File: src/rtl/core_pkg.sv
// Shared fetch-stage types and constants for the RV32I core.
package core_pkg;

    localparam int unsigned XLEN             = 32;
    localparam logic [31:0] NOP_INSTR        = 32'h0000_0013;
    localparam logic [31:0] DEFAULT_RESET_PC = 32'h0000_0004;

    typedef enum logic [1:0] {
        RUN  = 2'd0,
        HALT = 2'd1,
        TRAP = 2'd2
    } fetch_state_e;

endpackage

File: src/rtl/perf_counters.sv
// 64-bit cycle and retired-instruction counters with per-counter increment enables.
module perf_counters
    import core_pkg::*;
(
    input  logic        clock,
    input  logic        reset,
    input  logic        cycle_en_i,
    input  logic        instret_en_i,
    output logic [63:0] cycle_count_o,
    output logic [63:0] instret_count_o
);

    logic [63:0] cycle_q;
    logic [63:0] cycle_d;
    logic [63:0] instret_q;
    logic [63:0] instret_d;

    // Next-count selection; both counters wrap naturally mod 2^64.
    always_comb begin
        cycle_d   = cycle_q;
        instret_d = instret_q;
        if (cycle_en_i) begin
            cycle_d = cycle_q + 64'd1;
        end else begin
            cycle_d = cycle_q;
        end
        if (instret_en_i) begin
            instret_d = instret_q + 64'd1;
        end else begin
            instret_d = instret_q;
        end
    end

    // Counter registers with synchronous clear.
    always_ff @(posedge clock) begin
        if (reset) begin
            cycle_q   <= 64'd0;
            instret_q <= 64'd0;
        end else begin
            cycle_q   <= cycle_d;
            instret_q <= instret_d;
        end
    end

    assign cycle_count_o   = cycle_q;
    assign instret_count_o = instret_q;

endmodule

File: src/rtl/program_counter_unit.sv
// Fetch-stage sequencer: owns the PC, qualifies the fetched word, handles
// redirects, halt/trap detection and the performance counters.
module program_counter_unit
    import core_pkg::*;
#(
    parameter logic [31:0] RESET_PC   = DEFAULT_RESET_PC,
    parameter int unsigned IMEM_WORDS = 32,
    parameter logic [31:0] HALT_WORD  = 32'h0000_0000
) (
    input  logic        clock,
    input  logic        reset,
    input  logic        stall,
    input  logic        redirect_valid,
    input  logic [31:0] redirect_target,
    input  logic [31:0] mechine_code,
    output logic [31:0] mem_adress,
    output logic [31:0] pc_plus4,
    output logic [31:0] instr_out,
    output logic        instr_valid,
    output logic        halted,
    output logic        trap,
    output logic [31:0] trap_addr,
    output logic [63:0] cycle_count,
    output logic [63:0] instret_count
);

    // One bit wider than the PC so a 4 GiB memory limit does not overflow.
    localparam logic [32:0] IMEM_LIMIT = 33'(IMEM_WORDS) * 33'd4;

    fetch_state_e state_q;
    fetch_state_e state_d;
    logic [31:0]  pc_q;
    logic [31:0]  pc_d;
    logic [31:0]  trap_addr_q;
    logic [31:0]  trap_addr_d;
    logic         halted_q;
    logic         trap_q;
    logic         in_range_s;
    logic         is_halt_s;
    logic         instr_valid_s;
    logic [31:0]  pc_plus4_s;

    assign pc_plus4_s = pc_q + 32'd4;
    assign in_range_s = ({1'b0, pc_q} < IMEM_LIMIT);
    assign is_halt_s  = (mechine_code == HALT_WORD) || !in_range_s;

    // State, PC and trap-address registers.
    always_ff @(posedge clock) begin
        if (reset) begin
            state_q     <= RUN;
            pc_q        <= RESET_PC;
            trap_addr_q <= 32'd0;
            halted_q    <= 1'b0;
            trap_q      <= 1'b0;
        end else begin
            state_q     <= state_d;
            pc_q        <= pc_d;
            trap_addr_q <= trap_addr_d;
            halted_q    <= (state_d == HALT);
            trap_q      <= (state_d == TRAP);
        end
    end

    // Next state and next PC; stall beats halt beats redirect beats sequential.
    always_comb begin
        state_d     = state_q;
        pc_d        = pc_q;
        trap_addr_d = trap_addr_q;
        case (state_q)
            RUN: begin
                if (stall) begin
                    pc_d = pc_q;
                end else if (is_halt_s) begin
                    state_d = HALT;
                end else if (redirect_valid && (redirect_target[1:0] != 2'b00)) begin
                    state_d     = TRAP;
                    trap_addr_d = redirect_target;
                end else if (redirect_valid) begin
                    pc_d = {redirect_target[31:2], 2'b00};
                end else begin
                    pc_d = pc_plus4_s;
                end
            end
            HALT: state_d = HALT;
            TRAP: state_d = TRAP;
            // Unreachable encoding: park in TRAP rather than fetch from a suspect PC.
            default: state_d = TRAP;
        endcase
    end

    // Retirement qualification and instruction forwarding to decode.
    always_comb begin
        instr_valid_s = (state_q == RUN) && !stall && !is_halt_s;
        if (instr_valid_s) begin
            instr_out = mechine_code;
        end else begin
            instr_out = NOP_INSTR;
        end
    end

    perf_counters u_perf_counters (
        .clock           (clock),
        .reset           (reset),
        .cycle_en_i      (1'b1),
        .instret_en_i    (instr_valid_s),
        .cycle_count_o   (cycle_count),
        .instret_count_o (instret_count)
    );

    assign mem_adress  = pc_q;
    assign pc_plus4    = pc_plus4_s;
    assign instr_valid = instr_valid_s;
    assign halted      = halted_q;
    assign trap        = trap_q;
    assign trap_addr   = trap_addr_q;

endmodule

File: config.mk
export PLATFORM = sky130hd
export DESIGN_NAME = program_counter_unit
export DESIGN_NICKNAME = d
export VERILOG_FILES = /design/src/rtl/core_pkg.sv /design/src/rtl/perf_counters.sv /design/src/rtl/program_counter_unit.sv
export SDC_FILE = /design/constraint.sdc
export NUM_CORES = 1
export LEC_CHECK = 0
export BUFFER_PORTS_ARGS = -buffer_cell sky130_fd_sc_hd__clkbuf_2
export CAP_MARGIN = 40
export CORE_ASPECT_RATIO = 1.5
export CORE_UTILIZATION = 50
export DETAILED_ROUTE_END_ITERATION = 10
export HOLD_SLACK_MARGIN = 0.06
export PLACE_DENSITY = 0.79
export SLEW_MARGIN = 10
export SYNTH_ARGS = -nofsm -noshare
export SYNTH_HDL_FRONTEND = slang
export SYNTH_HIERARCHICAL = 1
export SYNTH_SLANG_ARGS = --single-unit
File: constraint.sdc
create_clock -name clock -period 3.75 [get_ports clock]
set_input_delay 0.5625 -clock clock [delete_from_list [all_inputs] [get_ports clock]]
set_output_delay 0.5625 -clock clock [all_outputs]
set_load 0.05 [all_outputs]
-- After elaboration in Yosys (flattened, before gate mapping)
Index checks and enable logic that the tools add are counted.
W data, S select, Z words.
- register bits after elaboration: 196
- input bits: 68
- output and inout port bits: 259
- add/subtract/negate cells: 3
- $lt $le $gt $ge: 1
- equal/unequal tests: 3
- mux-type cells: 6
- bitwise logic cells: 3
- reductions and logical operators: 12
- operators by type and width (kind ; count):
    $add A64 B1 Y64 const B ; 2
    $mux W32 ; 2
    $add A32 B3 Y32 const B ; 1
    $logic_not A32 Y1 ; 1
    $lt A32 B8 Y1 const B ; 1
    $reduce_and A4 Y1 ; 2
    $mux W2 ; 3
    $eq A2 B1 Y1 const B ; 2
    $pmux W2 S2 ; 1
    $logic_and A1 B1 Y1 ; 3
    $logic_not A1 Y1 ; 3
    $not A1 Y1 ; 3
    $eq A2 B2 Y1 const B ; 1
    $logic_not A2 Y1 ; 1
    $reduce_bool A2 Y1 ; 1
    $logic_or A1 B1 Y1 ; 1

-- Logic depth before layout (Yosys ltp)
Gate-level depths: netlist of run 1.
- depth in word-level cells: 7
- depth in mapped cells: 13

-- By module
Netlist of run 1, hierarchy kept.
- modules (own cells, without submodules) (module ; instances ; cells each ; area each (µm²)):
    perf_counters ; 1 ; 757 ; 6203.4
    program_counter_unit ; 1 ; 442 ; 3656.0

-- Worst setup path before layout of run 1
Ideal clock, no wire load.
- kind: register -> register
- start: reg pc_q[7] (netlist: mem_adress[7])
- end: reg u_perf_counters.instret_q[53] (netlist: u_perf_counters/instret_count_o[53])
- library setup time: 0.070 ns
- data arrival time: 4.126 ns
- setup slack: -0.446 ns
- stages on the path, launching flop included: 14
- path through: dfxtp_1 -> nor4_2 -> nand2_1 -> or4_4 -> buf_6 -> buf_6 -> nor2_1 -> clkbuf_1 -> nand2_1 -> nor4_1 -> nand4_1 -> clkbuf_1 -> or3_1 -> a21oi_1
- cells in the longest elaborated chain, start to end: 5
- RTL lines (element ; line ; source):
    start, declared ; program_counter_unit.sv:32 ; logic [31:0] pc_q;
    start signal, assigned ; program_counter_unit.sv:57 ; pc_q <= pc_d;
    $lt A32 B8 Y1 ; program_counter_unit.sv:44 ; assign in_range_s = ({1'b0, pc_q} < IMEM_LIMIT);
    $logic_not A1 Y1 ; program_counter_unit.sv:45 ; assign is_halt_s = (mechine_code == HALT_WORD) || !in_range_s;
    $logic_or A1 B1 Y1 ; program_counter_unit.sv:45 ;
    $logic_not A1 Y1 ; program_counter_unit.sv:93 ; instr_valid_s = (state_q == RUN) && !stall && !is_halt_s;
    $logic_and A1 B1 Y1 ; program_counter_unit.sv:93 ;
    net instr_valid ; program_counter_unit.sv:19 ; output logic instr_valid,
    end signal, assigned ; perf_counters.sv:41 ; instret_q <= instret_d;
    end, declared ; perf_counters.sv:15 ; logic [63:0] instret_q;
The timed path passes the listed nets, and every way through them passes these cells.
A chain may end at the register's enable or synchronous reset.

-- Worst setup path in the final report of run 1
- start: reg pc_q[18] (netlist: mem_adress[18])
- end: out instr_out[0]
- cells in the longest elaborated chain, start to end: 6
- RTL lines (element ; line ; source):
    $lt A32 B8 Y1 ; program_counter_unit.sv:44 ;
    $logic_not A1 Y1 ; program_counter_unit.sv:45 ;
    $logic_or A1 B1 Y1 ; program_counter_unit.sv:45 ;
    $logic_not A1 Y1 ; program_counter_unit.sv:93 ;
    $logic_and A1 B1 Y1 ; program_counter_unit.sv:93 ;
    $mux W32 ; program_counter_unit.sv:94 ; if (instr_valid_s) begin
    end, declared ; program_counter_unit.sv:18 ; output logic [31:0] instr_out,
Every way passes these cells.

==> flow_metrics.tcl, run 1 <==
set metrics [dict create \
    run_status "complete, no violations" \
    fp.dieW_um 117 \
    worst-endpoint-required_ns 3.19 \
    synth.top_cells.by_count "sky130_fd_sc_hd__dfxtp_1 (194), sky130_fd_sc_hd__nor2_1 (109), sky130_fd_sc_hd__nand4_1 (98)" \
    layout_setup_ws_ns 0.293 \
    synth_seq_area_share_pct 39.4 \
    synth_warnings 6 \
    vias 10600 \
    reg_to_reg_critical_path_endpoint "u_perf_counters/instret_count_o[45]$_SDFFE_PP0P_" \
    hold_violations_final 0 \
    initial_utilization_pct 51.2 \
    crit_chain "nor4_1, nand2_1, or4_4, buf_4, or3_1, clkbuf_2" \
    timing.hold.worst_endpoint "mem_adress[29]$_SDFFE_PP0P_" \
    drive_above_1_share_pct 26.7 \
    port_buffers 322 \
    clock_insertion_delay_worst_skew_ns 0.44 \
    min_period_over_period_pct 92.2 \
    async_reset_ff_share_pct 0 \
    via_per_inst 6.06 \
    r2r_setup_slack_ns 0.49 \
    drt_wl_total_um 31700 \
    htree_levels 4 \
    critPathLaunchType "flop" \
    setup-violations-final 0 \
    timing.fmax_mhz 289 \
    synth_area_leaders "sky130_fd_sc_hd__dfxtp_1 (39%), sky130_fd_sc_hd__nand4_1 (6.2%), sky130_fd_sc_hd__a21oi_1 (4.6%)" \
    core-area_sq_um 19200 \
    cts_tree "yes" \
    first_pass_iters 5 \
    postCtsSetupRepairBufs 0 \
    power_per_cell_area_nw_per_um2 555 \
    critPathCaptureType "primary output" \
    synth.ff_latch_count 194 \
    post_cts_hold_buffer_count 0 \
    grt_max_degree 89 \
    hold_start "redirect_target[29]" \
    route.antenna.remaining_nets 0 \
    report.power.total_w 0.00681 \
    rsz0062_at_grt "no" \
    clock_pin_slew_on_the_worst_setup_and_hold_paths_ns 0.07 \
    hold_path.class "in -> reg" \
    synth-main-ff-cell "sky130_fd_sc_hd__dfxtp_1" \
    route.detailed.wl_per_inst_um 18.0 \
    power_leakage_nw 4.81 \
    cts_resized 0 \
    antenna_found_initial 0 \
    postSynthCellCount 1199 \
    hold_depth 3 \
    num_rows 62 \
    first_global_vias 9785 \
    timing.clock.skew_ns 0.0101 \
    placement.cell_area_sq_um 11700 \
    die_area_sq_um 20300 \
    gp_congestion 0.993 \
    post_synth.cell_area_avg_sq_um 8.22 \
    wire_length_of_the_first_global_routing_pass_um 48700 \
    tritoncts_num_sinks 194 \
    detail_route.drc_violations 0 \
    grt_use_total_pct 30.4 \
    yosys.cell_types.count 59 \
    nets 1561 \
    ctsRootBufferMaster "sky130_fd_sc_hd__clkbuf_16" \
    critical-path-max-stage-delay_ns 0.55 \
    hold_ws_ns 0.376 \
    timing_max_transition_violations_final 0 \
    layout.cell_area.non_filler_sq_um 12300 \
    diodes 0 \
    period_needed_ns 3.46 \
    timing.max_cap.violations 0 \
    critPathKind "reg -> out" \
    reg2reg_depth 10 \
    vdd_ir_drop_max_v 0.000555 \
    synth_edf_count 0 \
    timing.critical_path.arrival_ns 2.89 \
    clock_buffers_created_by_tritoncts 17 \
    place_ws_ns 0.489 \
    timing_worst_slew_pin_value_ns 0.892 \
    die_height_um 174 \
    max-slew-margin-rel_pct 40.6 \
    boundaryPins 327 \
    timing.critical_path.fanout_max 39 \
    tns_setup_ns 0 \
    post-synth-top-count-cell "sky130_fd_sc_hd__dfxtp_1" \
    synth_top_cell_area_share_pct 39.4 \
    slowest_cell_on_the_critical_path "sky130_fd_sc_hd__or4_4" \
    ctsLongestPathBuffers 2 \
    synth_largest_area_cell "sky130_fd_sc_hd__dfxtp_1" \
    area.growth.synth_to_final_pct 24.5 \
    dr.first_iter.drc_count 832 \
    grt_overflow 0 \
    syn-cell-area_sq_um 9860 \
    crit-reg2reg-launch "mem_adress[18]$_SDFFE_PP0P_" \
    detailedPlacementHpwl_um 23500 \
]
==> layout by cell type (no fill, tap or decap), types with 24 or more instances in the layout <==
cell / count
sky130_fd_sc_hd__a21oi_1: 90
sky130_fd_sc_hd__o21ai_0: 39
sky130_fd_sc_hd__or3_1: 42
sky130_fd_sc_hd__xnor2_1: 51
sky130_fd_sc_hd__clkbuf_2: 321
sky130_fd_sc_hd__xor2_1: 47
sky130_fd_sc_hd__and3_1: 46
sky130_fd_sc_hd__nor3_1: 24
sky130_fd_sc_hd__nand3_1: 80
sky130_fd_sc_hd__nor4_1: 44
sky130_fd_sc_hd__o31ai_1: 53
sky130_fd_sc_hd__dfxtp_1: 194
sky130_fd_sc_hd__nand2_1: 69
sky130_fd_sc_hd__nor2_1: 107
sky130_fd_sc_hd__nand4_1: 98
==> where the power goes <==
group          internal [W]  switching (W)  total (W)
Clock               0.00104       0.000807    0.00185
Combinational      0.000597        0.00203    0.00263
Sequential          0.00219       0.000149    0.00234
==> worst max-delay path, delay by kind of cell (launching register included) <==
| family | cells | cell delay (ns) |
|---|---|---|
| and+or+nand+nor | 4 | 1.51 |
| buffers and inverters | 2 | 0.56 |
| DFF | 1 | 0.37 |
==> kinds of logic after synthesis <==
family / count (synthesis) / synth area share (%)
AO/OA/AOI/OAI: 221 / 14.1
XOR/XNOR: 98 / 8.71
adder cells (fa/ha/maj): 3 / 0.381
buffers and inverters: 98 / 4.56
flip-flops: 194 / 39.4
multiplexers: 6 / 0.622
other: 2 / 0.0762
AND/OR/NAND/NOR: 577 / 32.2
==> routing by layer <==
metal,GRT usage [%],vias to the layer above,share of wire [%]
li1,-,5042,-
met1,33.5,5020,38
met2,51.5,470,49
met3,6.10,113,6.4
met4,20.6,0,6.7
met5,0,-,0
==> stage by stage <==
step / utilization, % / cells
4_1_cts: 63.8 / 1758
2_1_floorplan: - / 1207
5_1_grt: 63.8 / 1758
6_report: 63.8 / 1758
3_5_place_dp: 60.7 / 1727
3_3_place_gp: 60.6 / 1726
==> worst max path at each step <==
stage	slack [ns]	endpoint	start	cells past startpoint
after global routing	0.15	pc_plus4[30]	mem_adress[2]$_SDFFE_PP1P_	9
after global placement	0.50	instr_out[5]	mechine_code[19]	6
final	0.29	instr_out[0]	mem_adress[18]$_SDFFE_PP0P_	6
after CTS	0.27	instr_out[0]	mem_adress[18]$_SDFFE_PP0P_	6
after detailed placement	0.49	instr_out[5]	mechine_code[19]	6
after floorplan	0.003	u_perf_counters/instret_count_o[53]$_SDFFE_PP0P_	mem_adress[7]$_SDFFE_PP0P_	13
==> cell type report <==
| cell class | instances | area (sq um) |
|---|---|---|
| well taps | 256 | 320 |
| clock buffers | 21 | 470 |
| multi-input cells | 915 | 5590 |
| inverters | 17 | 63.8 |
| fillers | 1737 | 6970 |
| repair buffers | 345 | 1820 |
| clock inverters | 10 | 124 |
| flip-flops and latches | 194 | 3880 |
==> flip-flops by register name, summed over array words and instances, names as in the netlist <==
signal	flops
u_perf_counters/cycle_count_o	64
u_perf_counters/instret_count_o	64
trap_addr	32
mem_adress	30
state_q	2
halted	1
trap	1
(Power assumes the default switching activity.)
==> inputs of run 2 (changes only) <==
--- a/config.mk
+++ b/config.mk
@@ -11,7 +11,8 @@
 export CORE_UTILIZATION = 50
 export DETAILED_ROUTE_END_ITERATION = 10
 export HOLD_SLACK_MARGIN = 0.06
-export PLACE_DENSITY = 0.79
+export PLACE_DENSITY = 0.83
+export SKIP_CTS_REPAIR_TIMING = 1
 export SLEW_MARGIN = 10
 export SYNTH_ARGS = -nofsm -noshare
 export SYNTH_HDL_FRONTEND = slang
==> run 2 against run 1 <==
Effect of this change: via count rose by 2.1%; power up 3.6%; sequential share of layout area fell by 0.24 points; utilization rose by 0.49 points; clock-buffer cell count is 1 lower; register-to-register slack hardly changed; first-iteration DRC count is 3.5% lower; wire length rose by 2.3%; global-route usage rose by 0.44 points; non-clock buffer count is 2 higher; clock skew is 0.0045 ns higher; die area unchanged; critical path type unchanged; largest cell class unchanged; highest routed layer unchanged.
==> flow_metrics.tcl, run 2 (synthesized netlist as in run 1, its figures left out) <==
set metrics [dict create \
    period_needed_ns 3.46 \
    timing.max_cap.violations 0 \
    reg2reg_depth 10 \
    reg_to_reg_critical_path_endpoint "u_perf_counters/instret_count_o[45]$_SDFFE_PP0P_" \
    min_period_over_period_pct 92.2 \
    nets 1563 \
    first_pass_iters 5 \
    critPathKind "reg -> out" \
    place_inst 1729 \
    drt_wl_total_um 32400 \
    antenna_found_initial 0 \
    detail_route.drc_violations 0 \
    area.growth.synth_to_final_pct 25.4 \
    grt_use_total_pct 30.8 \
    crit_chain "ha_1, nand3_1, nor4_4, nand4_1, nor2_1, xor2_1, clkbuf_2" \
    critPathLaunchType "flop" \
    hold_path.class "in -> reg" \
    grt_max_degree 113 \
    timing.critical_path.arrival_ns 2.89 \
    first_global_vias 9997 \
    dr.first_iter.drc_count 803 \
    grt_overflow 0 \
    detailedPlacementHpwl_um 23200 \
    wire_length_of_the_first_global_routing_pass_um 49300 \
    hold_start "redirect_target[5]" \
    rsz0062_at_grt "no" \
    post_layout_nonfiller_instances 1761 \
    clock_insertion_delay_worst_skew_ns 0.45 \
    diodes 0 \
    critical-path-max-stage-delay_ns 0.49 \
    slowest_cell_on_the_critical_path "sky130_fd_sc_hd__dfxtp_1" \
    gp_congestion 0.939 \
    route.detailed.wl_per_inst_um 18.4 \
    clock_buffers_created_by_tritoncts 17 \
    run_status "complete, no violations" \
    r2r_setup_slack_ns 0.48 \
    ctsLongestPathBuffers 2 \
    cts_tree "yes" \
    vdd_ir_drop_max_v 0.000617 \
    setup-violations-final 0 \
    hold_violations_final 0 \
    ctsRootBufferMaster "sky130_fd_sc_hd__clkbuf_16" \
    core-area_sq_um 19200 \
    timing.fmax_mhz 289 \
    crit-reg2reg-launch "mem_adress[27]$_SDFFE_PP0P_" \
    htree_levels 4 \
    max-slew-margin-rel_pct 38.2 \
    num_rows 62 \
    boundaryPins 327 \
    port_buffers 322 \
    drive_above_1_share_pct 26.7 \
    timing.clock.skew_ns 0.0146 \
    layout_setup_ws_ns 0.294 \
    critPathCaptureType "primary output" \
    layout.cells.most_common_list "sky130_fd_sc_hd__clkbuf_2 (321), sky130_fd_sc_hd__dfxtp_1 (194), sky130_fd_sc_hd__nor2_1 (107)" \
    worst-endpoint-required_ns 3.19 \
    layout_commonest_cell "sky130_fd_sc_hd__clkbuf_2" \
    timing.hold.worst_endpoint "trap_addr[5]$_SDFFE_PP0P_" \
    hold_depth 3 \
    timing_max_transition_violations_final 0 \
    fp.dieW_um 117 \
    vias 10900 \
    die_height_um 174 \
    tritoncts_num_sinks 194 \
    clock_pin_slew_on_the_worst_setup_and_hold_paths_ns 0.07 \
    power_leakage_nw 4.87 \
    power_per_cell_area_nw_per_um2 571 \
    route.antenna.remaining_nets 0 \
    die_area_sq_um 20300 \
    via_per_inst 6.17 \
    timing.critical_path.fanout_max 7 \
    initial_utilization_pct 51.2 \
    timing_worst_slew_pin_value_ns 0.928 \
    tns_setup_ns 0 \
    place_ws_ns 0.464 \
]
==> run 2: area by class of cell <==
cell class / count / area [sq um]
fillers: 1725 / 6870
multi-input cells: 915 / 5610
flip-flops and latches: 194 / 3880
repair buffers: 347 / 1830
clock buffers: 20 / 437
well taps: 256 / 320
clock inverters: 12 / 228
inverters: 17 / 63.8
==> run 2: power by group <==
part,switching [W],internal (W),total (W)
Clock,0.000822,0.00126,0.00208
Combinational,0.00206,0.000591,0.00265
Sequential,0.000141,0.00219,0.00233
==> run 2: critical path, delay by kind of cell (launching register included) <==
kind,cells,cell delay [ns]
and+or+nand+nor,4,1.09
DFF,1,0.49
buffers and inverters,1,0.33
adders and majority gates,1,0.28
xor gates and xnor gates,1,0.26
==> run 2: routing by layer <==
layer	up-vias	track usage (%)	wire, um
met5	-	0	0
met4	0	16.6	1520
met3	106	6.69	2080
met2	530	53.7	16400
met1	5174	34.1	12500
li1	5057	-	-
==> run 2: worst max path at each step <==
stage | end | start | slack (ns)
after floorplan | u_perf_counters/instret_count_o[53]$_SDFFE_PP0P_ | mem_adress[7]$_SDFFE_PP0P_ | 0.003
after global placement | pc_plus4[26] | mem_adress[2]$_SDFFE_PP1P_ | 0.50
after detailed placement | pc_plus4[26] | mem_adress[2]$_SDFFE_PP1P_ | 0.46
after CTS | pc_plus4[26] | mem_adress[2]$_SDFFE_PP1P_ | -0.02
after global routing | pc_plus4[31] | mem_adress[7]$_SDFFE_PP0P_ | 0.02
final | pc_plus4[26] | mem_adress[2]$_SDFFE_PP1P_ | 0.29
==> run 2: per-stage QoR <==
step                hold slack, ns  area [sq um]  power (W)  utilization, %
finish                       0.371         12400    0.00706            64.3
global route                 0.380         12400    0.00729            64.3
CTS                          0.348         12400    0.00707            64.2
detailed placement           0.460         11700    0.00500            60.8
global placement             0.451         11700    0.00497            60.6
floorplan                    0.464          9900    0.00443               -
